[config.mk]
export PLATFORM = sky130hd
export DESIGN_NAME = spi_master_ctrl
export DESIGN_NICKNAME = d
export VERILOG_FILES = /design/src/rtl/spi_pkg.sv /design/src/rtl/spi_master_ctrl.sv
export SDC_FILE = /design/constraint.sdc
export NUM_CORES = 1
export LEC_CHECK = 0
export BUFFER_PORTS_ARGS = -buffer_cell sky130_fd_sc_hd__buf_2
export CAP_MARGIN = 5
export CORE_MARGIN = 2
export CORE_UTILIZATION = 61
export DETAILED_ROUTE_END_ITERATION = 10
export PLACE_DENSITY = 0.86
export SLEW_MARGIN = 25
export SYNTH_ARGS = -nofsm -noshare
export SYNTH_HDL_FRONTEND = slang
export SYNTH_SLANG_ARGS = --single-unit
[constraint.sdc]
create_clock -name clk -period 3.2 [get_ports clk]
set_clock_uncertainty 0.05 [all_clocks]
set_input_delay 0.64 -clock clk [delete_from_list [all_inputs] [get_ports clk]]
set_output_delay 0.64 -clock clk [all_outputs]
set_load 0.01 [all_outputs]
[src/rtl/spi_pkg.sv]
// Shared SPI definitions: command opcodes, frame widths and master FSM encoding.
// The slave decodes the same opcodes, so both ends import this package.
package spi_pkg;

    localparam int CMD_W  = 10;
    localparam int DATA_W = 8;

    localparam logic [1:0] WR_ADDR = 2'b00;
    localparam logic [1:0] WR_DATA = 2'b01;
    localparam logic [1:0] RD_ADDR = 2'b10;
    localparam logic [1:0] RD_DATA = 2'b11;

    typedef enum logic [2:0] {
        S_IDLE,
        S_SEL,
        S_SEND,
        S_WAIT,
        S_RECV,
        S_GAP
    } state_e;

endpackage

[src/rtl/spi_master_ctrl.sv]
// SPI master: frames a 10-bit command as select bit + 10 data bits on mosi and,
// for RD_DATA commands, waits RD_WAIT cycles then shifts in an 8-bit reply from miso.
module spi_master_ctrl
    import spi_pkg::*;
#(
    parameter int RD_WAIT = 2,
    parameter int GAP     = 1
) (
    input  logic              clk,
    input  logic              rst_n,
    input  logic              start,
    input  logic [CMD_W-1:0]  cmd_word,
    output logic              busy,
    output logic              done,
    output logic [DATA_W-1:0] rd_data,
    output logic              rd_valid,
    output logic              ss_n,
    output logic              mosi,
    input  logic              miso
);

    localparam logic [3:0] WAIT_LD = 4'((RD_WAIT > 0) ? RD_WAIT - 1 : 0);
    localparam logic [3:0] GAP_LD  = 4'(GAP - 1);
    localparam logic [3:0] SEND_LD = 4'(CMD_W - 1);
    localparam logic [3:0] RECV_LD = 4'(DATA_W - 1);

    state_e              state_q;
    logic [3:0]          cnt_q;
    logic [CMD_W-1:0]    tx_q;
    logic [DATA_W-1:0]   rx_q;
    logic [DATA_W-1:0]   rd_data_q;
    logic                rd_frame_q;
    logic                ss_n_q;
    logic                mosi_q;
    logic                busy_q;
    logic                done_q;
    logic                rd_valid_q;

    always_ff @(posedge clk or negedge rst_n) begin
        if (!rst_n) begin
            state_q    <= S_IDLE;
            cnt_q      <= 4'd0;
            tx_q       <= '0;
            rx_q       <= '0;
            rd_data_q  <= '0;
            rd_frame_q <= 1'b0;
            ss_n_q     <= 1'b1;
            mosi_q     <= 1'b0;
            busy_q     <= 1'b0;
            done_q     <= 1'b0;
            rd_valid_q <= 1'b0;
        end else begin
            done_q     <= 1'b0;
            rd_valid_q <= 1'b0;
            case (state_q)
                S_IDLE: begin
                    if (start) begin
                        state_q    <= S_SEL;
                        tx_q       <= cmd_word;
                        rd_frame_q <= (cmd_word[CMD_W-1 -: 2] == RD_DATA);
                        ss_n_q     <= 1'b0;
                        mosi_q     <= cmd_word[CMD_W-1];
                        busy_q     <= 1'b1;
                    end
                end
                // The select bit is the opcode MSB; the full word follows it.
                S_SEL: begin
                    state_q <= S_SEND;
                    cnt_q   <= SEND_LD;
                    mosi_q  <= tx_q[CMD_W-1];
                    tx_q    <= {tx_q[CMD_W-2:0], 1'b0};
                end
                S_SEND: begin
                    if (cnt_q != 4'd0) begin
                        cnt_q  <= cnt_q - 4'd1;
                        mosi_q <= tx_q[CMD_W-1];
                        tx_q   <= {tx_q[CMD_W-2:0], 1'b0};
                    end else begin
                        mosi_q <= 1'b0;
                        if (!rd_frame_q) begin
                            state_q <= S_GAP;
                            cnt_q   <= GAP_LD;
                            ss_n_q  <= 1'b1;
                            done_q  <= 1'b1;
                        end else if (RD_WAIT > 0) begin
                            state_q <= S_WAIT;
                            cnt_q   <= WAIT_LD;
                        end else begin
                            state_q <= S_RECV;
                            cnt_q   <= RECV_LD;
                            rx_q    <= {rx_q[DATA_W-2:0], miso};
                        end
                    end
                end
                S_WAIT: begin
                    if (cnt_q != 4'd0) begin
                        cnt_q <= cnt_q - 4'd1;
                    end else begin
                        state_q <= S_RECV;
                        cnt_q   <= RECV_LD;
                        rx_q    <= {rx_q[DATA_W-2:0], miso};
                    end
                end
                // First sample is taken on the edge entering RECV, so the exit edge does not sample.
                S_RECV: begin
                    if (cnt_q != 4'd0) begin
                        cnt_q <= cnt_q - 4'd1;
                        rx_q  <= {rx_q[DATA_W-2:0], miso};
                    end else begin
                        state_q    <= S_GAP;
                        cnt_q      <= GAP_LD;
                        ss_n_q     <= 1'b1;
                        done_q     <= 1'b1;
                        rd_valid_q <= 1'b1;
                        rd_data_q  <= rx_q;
                    end
                end
                S_GAP: begin
                    if (cnt_q != 4'd0) begin
                        cnt_q <= cnt_q - 4'd1;
                    end else begin
                        state_q <= S_IDLE;
                        busy_q  <= 1'b0;
                    end
                end
                default: begin
                    state_q <= S_IDLE;
                    ss_n_q  <= 1'b1;
                    mosi_q  <= 1'b0;
                    busy_q  <= 1'b0;
                end
            endcase
        end
    end

    assign busy     = busy_q;
    assign done     = done_q;
    assign rd_data  = rd_data_q;
    assign rd_valid = rd_valid_q;
    assign ss_n     = ss_n_q;
    assign mosi     = mosi_q;

endmodule

Yosys cells after proc, flatten, opt, wreduce, memory -nomap -nowiden
Cells that the tools add are included.
{"block": "op_classes", "muxes": 35, "order_cmp": 0, "addsub": 1, "mul": 0, "eq_ne": 15, "div": 0, "bitwise": 4, "n_shift": 0, "n_reduce_logical": 17}
{"op": "$pmux 10 s3", "count": 1}
{"op": "$mux 10", "count": 2}
{"op": "$pmux 4 s5", "count": 1}
{"op": "$mux 3", "count": 6}
{"op": "$ne 2x2->1 const B", "count": 9}
{"op": "$pmux 3 s6", "count": 1}
{"op": "$mux 4", "count": 4}
{"op": "$mux 8", "count": 2}
{"op": "$pmux 8 s2", "count": 1}
{"op": "$mux 1", "count": 13}
{"op": "$reduce_and 5->1", "count": 2}
{"op": "$reduce_and 3->1", "count": 3}
{"op": "$pmux 1 s4", "count": 2}
{"op": "$reduce_and 2->1", "count": 4}
{"op": "$eq 3x2->1 const B", "count": 2}
{"op": "$eq 3x3->1 const B", "count": 2}
{"op": "$reduce_or 3->1", "count": 2}
{"op": "$reduce_bool 5->1", "count": 1}
{"op": "$not 1->1", "count": 4}
{"op": "$reduce_bool 4->1", "count": 1}
{"op": "$reduce_or 4->1", "count": 1}
{"op": "$sub 4x1->4 const B", "count": 1}
{"op": "$eq 3x1->1 const B", "count": 1}
{"op": "$logic_not 3->1", "count": 1}
{"op": "other kinds (5)", "count": 5}
{"block": "totals", "romBits": 0, "out_inout_bits": 13, "reg_bits": 39, "inputBits": 14, "latchBits": 0, "ram_bits": 0, "n_memories": 0, "word_cells": 83}

Longest topological paths before layout
{"block": "logic_depth", "word_depth": 4, "depth_mapped": 7, "ltp_nobuf": 6}

Worst setup path before layout
OpenSTA, ideal clock, no wires.
{"block": "synth_timing", "path_type": "reg2reg", "from": "register cnt_q[0]", "to": "register rx_q[0]", "stages_incl_launch_ff": 8, "n_path_buf": 1, "t_arrival_ps": 1724, "required_time_ps": 3025, "path_slack_ps": 1301, "setup_ps": 125, "path_cell_list": "dfrtp_1 > inv_1 > ha_1 > or3b_1 > nand3_1 > o21a_1 > buf_6 > mux2_4"}
{"block": "synth_between", "elab_chain_cells": 3, "word_cells_on_any_way": 4, "cone_classes": "eq/ne (2); reduce/logical (2)"}
{"element": "start: declaration", "line": "spi_master_ctrl.sv:28", "rtl": "logic [3:0] cnt_q;"}
{"element": "start signal: assignment", "line": "spi_master_ctrl.sv:75", "rtl": "cnt_q <= cnt_q - 4'd1;"}
{"element": "start signal: assignment", "line": "spi_master_ctrl.sv:97", "rtl": "cnt_q <= cnt_q - 4'd1;"}
{"element": "start signal: assignment", "line": "spi_master_ctrl.sv:107", "rtl": "cnt_q <= cnt_q - 4'd1;"}
{"element": "$reduce_bool 4->1 (*)", "line": "spi_master_ctrl.sv:74, spi_master_ctrl.sv:96, spi_master_ctrl.sv:106"}
{"element": "$ne 2x2->1 (no source line)"}
{"element": "$reduce_and 3->1 (no source line) (*)"}
{"element": "end signal: assignment", "line": "spi_master_ctrl.sv:91", "rtl": "rx_q <= {rx_q[DATA_W-2:0], miso};"}
{"element": "end signal: assignment", "line": "spi_master_ctrl.sv:101", "rtl": "rx_q <= {rx_q[DATA_W-2:0], miso};"}
{"element": "end signal: assignment", "line": "spi_master_ctrl.sv:108", "rtl": "rx_q <= {rx_q[DATA_W-2:0], miso};"}
{"element": "end: declaration", "line": "spi_master_ctrl.sv:30", "rtl": "logic [DATA_W-1:0] rx_q;"}
Mark *: on every way between the ends. The rest lies on a longest branch, timed or not.
A chain may end at the register's enable or synchronous reset.

Final worst setup path
{"block": "layout_timing", "from": "register state_q[1]", "to": "register rx_q[1]"}
{"block": "layout_between", "elab_chain_cells": 3, "word_cells_on_any_way": 7, "cone_classes": "eq/ne (4); mux (1); reduce/logical (2)"}
{"element": "start: declaration", "line": "spi_master_ctrl.sv:27", "rtl": "state_e state_q;"}
{"element": "start signal: assignment", "line": "spi_master_ctrl.sv:41", "rtl": "state_q <= S_IDLE;"}
{"element": "start signal: assignment", "line": "spi_master_ctrl.sv:58", "rtl": "state_q <= S_SEL;"}
{"element": "start signal: assignment", "line": "spi_master_ctrl.sv:68", "rtl": "state_q <= S_SEND;"}
{"element": "$eq 3x3->1 or $eq 3x2->1 (tied branches)", "line": "spi_master_ctrl.sv:55", "rtl": "case (state_q)"}
{"element": "$ne 2x2->1 (no source line) or $reduce_bool 2->1 (tied branches)"}
{"element": "$reduce_and 3->1 (no source line)"}
Parallel ways exist; a longest one is shown, timed or not.

==> flow_summary.toml <==
[run_status]
status = "finished, final reports clean"

[floorplanning]
num_rows = 20
start_util_pct = 64.3
ios = 27
die_area_um2 = 3690
die_h_um = 60.7
core-area_um2 = 3050
fp.dieW_um = 60.7

[critical_path]
arrival_ns = 2.47
worstPathRequired_ns = 3.39
critPathKind = "reg -> reg"
cpPeakStageDelay_ns = 0.92
crit_chain = "nor2_1, nand3_1, o21a_1, mux2_4"
start_kind = "flip-flop"
cp_slowest_cell = "dfrtp_1"
end_kind = "flip-flop"
critPathMaxFanout = 26

[synthesis]
synth_compound_area_share_pct = 14.9
synth_cell_types = 41
synthCells = 180
synth_edf_count = 0
synthTopCellsByArea = "dfrtp_1 (48%), mux2i_1 (6.1%), mux2_4 (6.1%)"
muxShareOfSynthArea_pct = 17.4
synth_xor_area_share_pct = 0.893
synth-seq-cells = 39
synth-seq-area-share_pct = 49.8
synthFlopType = "dfrtp_1"
synth_fa_ha_area_share_pct = 1.15
synth-simple-area-share_pct = 11.5
yosys.area.top_type = "dfrtp_1"
yosys_warnings = 0
synth_top_family_by_area = "multiplexers"
netlist.area_leader.share_pct = 48.5
synth.avg_cell_area_um2 = 10.9
ys_async_sr_fraction_pct = 100
netlist_area_um2 = 1960
synth_fp_nets = 195

[sta]
fin_crit_sh_pct = 71.2
max_slew_margin_pct = 43.1
finalSetupTns_ns = 0
setup_violations = 0
hold_viol_final = 0
worstMarginPinSlew_ns = 0.853
clock.fmax_mhz = 439
drv_slew = 0
finalCriticalPeriod_ns = 2.28
rsz0062_at_grt = "false"

[power]
ir_worst_vdd_mv = 0.549
power_density_nw_per_um2 = 926
total_power_mw = 1.99
p_leak_nw = 1.05

[final_layout]
layout_commonest_cell = "dfrtp_1"
drive_gt1_share_pct = 27.6
final_util_pct = 70.3
areaGrowthSynthToFinish_pct = 9.38
diodes = 0
final_net_count = 217
final_cell_mix = "dfrtp_1 (38), buf_2 (26), nand2_1 (14), a21oi_1 (13), mux2i_1 (12)"

[run]
drv_cap = 0

[route]
post-route-drc-count = 0
firstDrtPassIters = 5
vias_per_cell = 5.78
wl_um = 3790
vias = 1427
postRouteAntennaNets = 0
post_drt_wl_per_cell_um = 15.3
drt_iter0_markers = 97

[cts]
cts_tree = "yes"
postCtsSetupRepairBufs = 0
clk_pin_slew_ns = 0.12
cts-root-buf = "clkbuf_4"
clock_latency_ns = 0.35
hold_buffers = 0
cts_resized = 0
cts_buffer_depth = 2
cts_buffers = 5
numClockSinks = 39
cts-htree-levels = 2

[grt]
antenna_found_initial = 0
grt_max_degree = 40
overflow = 0
grt_pass1_vias = 1416
grtUsageTotal_pct = 23.5
grt_pass1_wl_um = 6270

[place]
portBuffers = 26
place_congestion = 0.919
dp_hpwl_um = 2600

[min_path]
min_path_type = "in -> async"
-- worst max-delay path, delay by kind of cell, from the launching register on --
family             cells  cell delay [ns]
AOI/OAI and AO/OA      1             0.45
muxes                  1             0.35
and+or+nand+nor        2             0.40
DFF                    1             0.92
-- metrics by stage --
step | instance area [um2] | setup WS, ns | hold slack [ns] | instances
finish | 2150 | 0.922 | 0.322 | 247
detailed placement | 2090 | 0.973 | 0.439 | 239
global route | 2150 | 0.806 | 0.392 | 247
CTS | 2150 | 0.943 | 0.359 | 247
floorplan | 1960 | 1.30 | 0.294 | 180
global placement | 2090 | 1.07 | 0.433 | 239
-- where the power goes --
group / internal [mW] / total [mW] / switching (mW)
clock: 0.0848 / 0.253 / 0.168
sequential: 0.657 / 0.869 / 0.213
combinational: 0.423 / 0.865 / 0.443
total: 1.16 / 1.99 / 0.824
-- layout make-up --
class | count | area (um2)
Timing Repair Buffer | 27 | 138
Tap cell | 44 | 55.1
Multi-Input combinational cell | 123 | 900
Sequential cell | 39 | 977
Clock buffer | 6 | 41.3
Clock inverter | 2 | 12.5
Inverter | 6 | 22.5
Fill cell | 227 | 907
-- registers in the layout, summed over array words and instances, names as in the netlist --
name        cells
rd_frame_q      1
busy            1
done            1
ss_n            1
mosi            1
state_q         3
rx_q            8
cnt_q           4
rd_data         8
tx_q           10
rd_valid        1
-- synth_stat cells (2+ instances only) --
| library cell | instances |
|---|---|
| buf_1 | 2 |
| o311ai_0 | 3 |
| inv_1 | 6 |
| nand2b_1 | 2 |
| nor2_1 | 10 |
| mux2_2 | 9 |
| nand2_1 | 14 |
| mux2i_1 | 12 |
| nor4_1 | 2 |
| a31oi_1 | 10 |
| buf_6 | 2 |
| clkbuf_1 | 6 |
| nor2b_1 | 3 |
| a221o_1 | 2 |
| a21oi_1 | 13 |
| and2_1 | 3 |
| buf_2 | 2 |
| mux2_4 | 8 |
| xnor2_1 | 2 |
| o21ai_0 | 11 |
| dfrtp_1 | 38 |
-- worst paths after layout --
| check | from | to | slack (ns) | cells after the start |
|---|---|---|---|---|
| worst max-delay path | state_q[1] | rx_q[1] | 0.92 | 4 |
| worst min-delay path | rst_n | state_q[2] | 0.32 | 1 |
| worst max register to register | state_q[1] | rx_q[1] | 0.92 | 4 |
| worst min register to register | rd_data[5] | rd_data[5] | 0.47 | 1 |
| max in group asynchronous | rst_n | tx_q[9] | 2.26 | 1 |
| min in group clk | rd_data[5] | rd_data[5] | 0.47 | 1 |
-- routing by layer --
layer	part of all wire (%)	vias up	GRT usage (%)
li1	-	695	-
met1	44	683	30.0
met2	50	41	37.6
met3	4.4	8	4.90
met4	1.5	0	12.4
met5	0	-	0
-- cells by family (layout without fill, tap and decap cells) --
family / Yosys count / after routing
fa+ha+maj: 2 / 2
compound gates: 47 / 47
xor+xnor: 2 / 2
buf+inv: 18 / 41
simple gates: 43 / 43
flops: 39 / 39
mux: 29 / 29
Note: power is estimated with default switching activity, not from simulation.
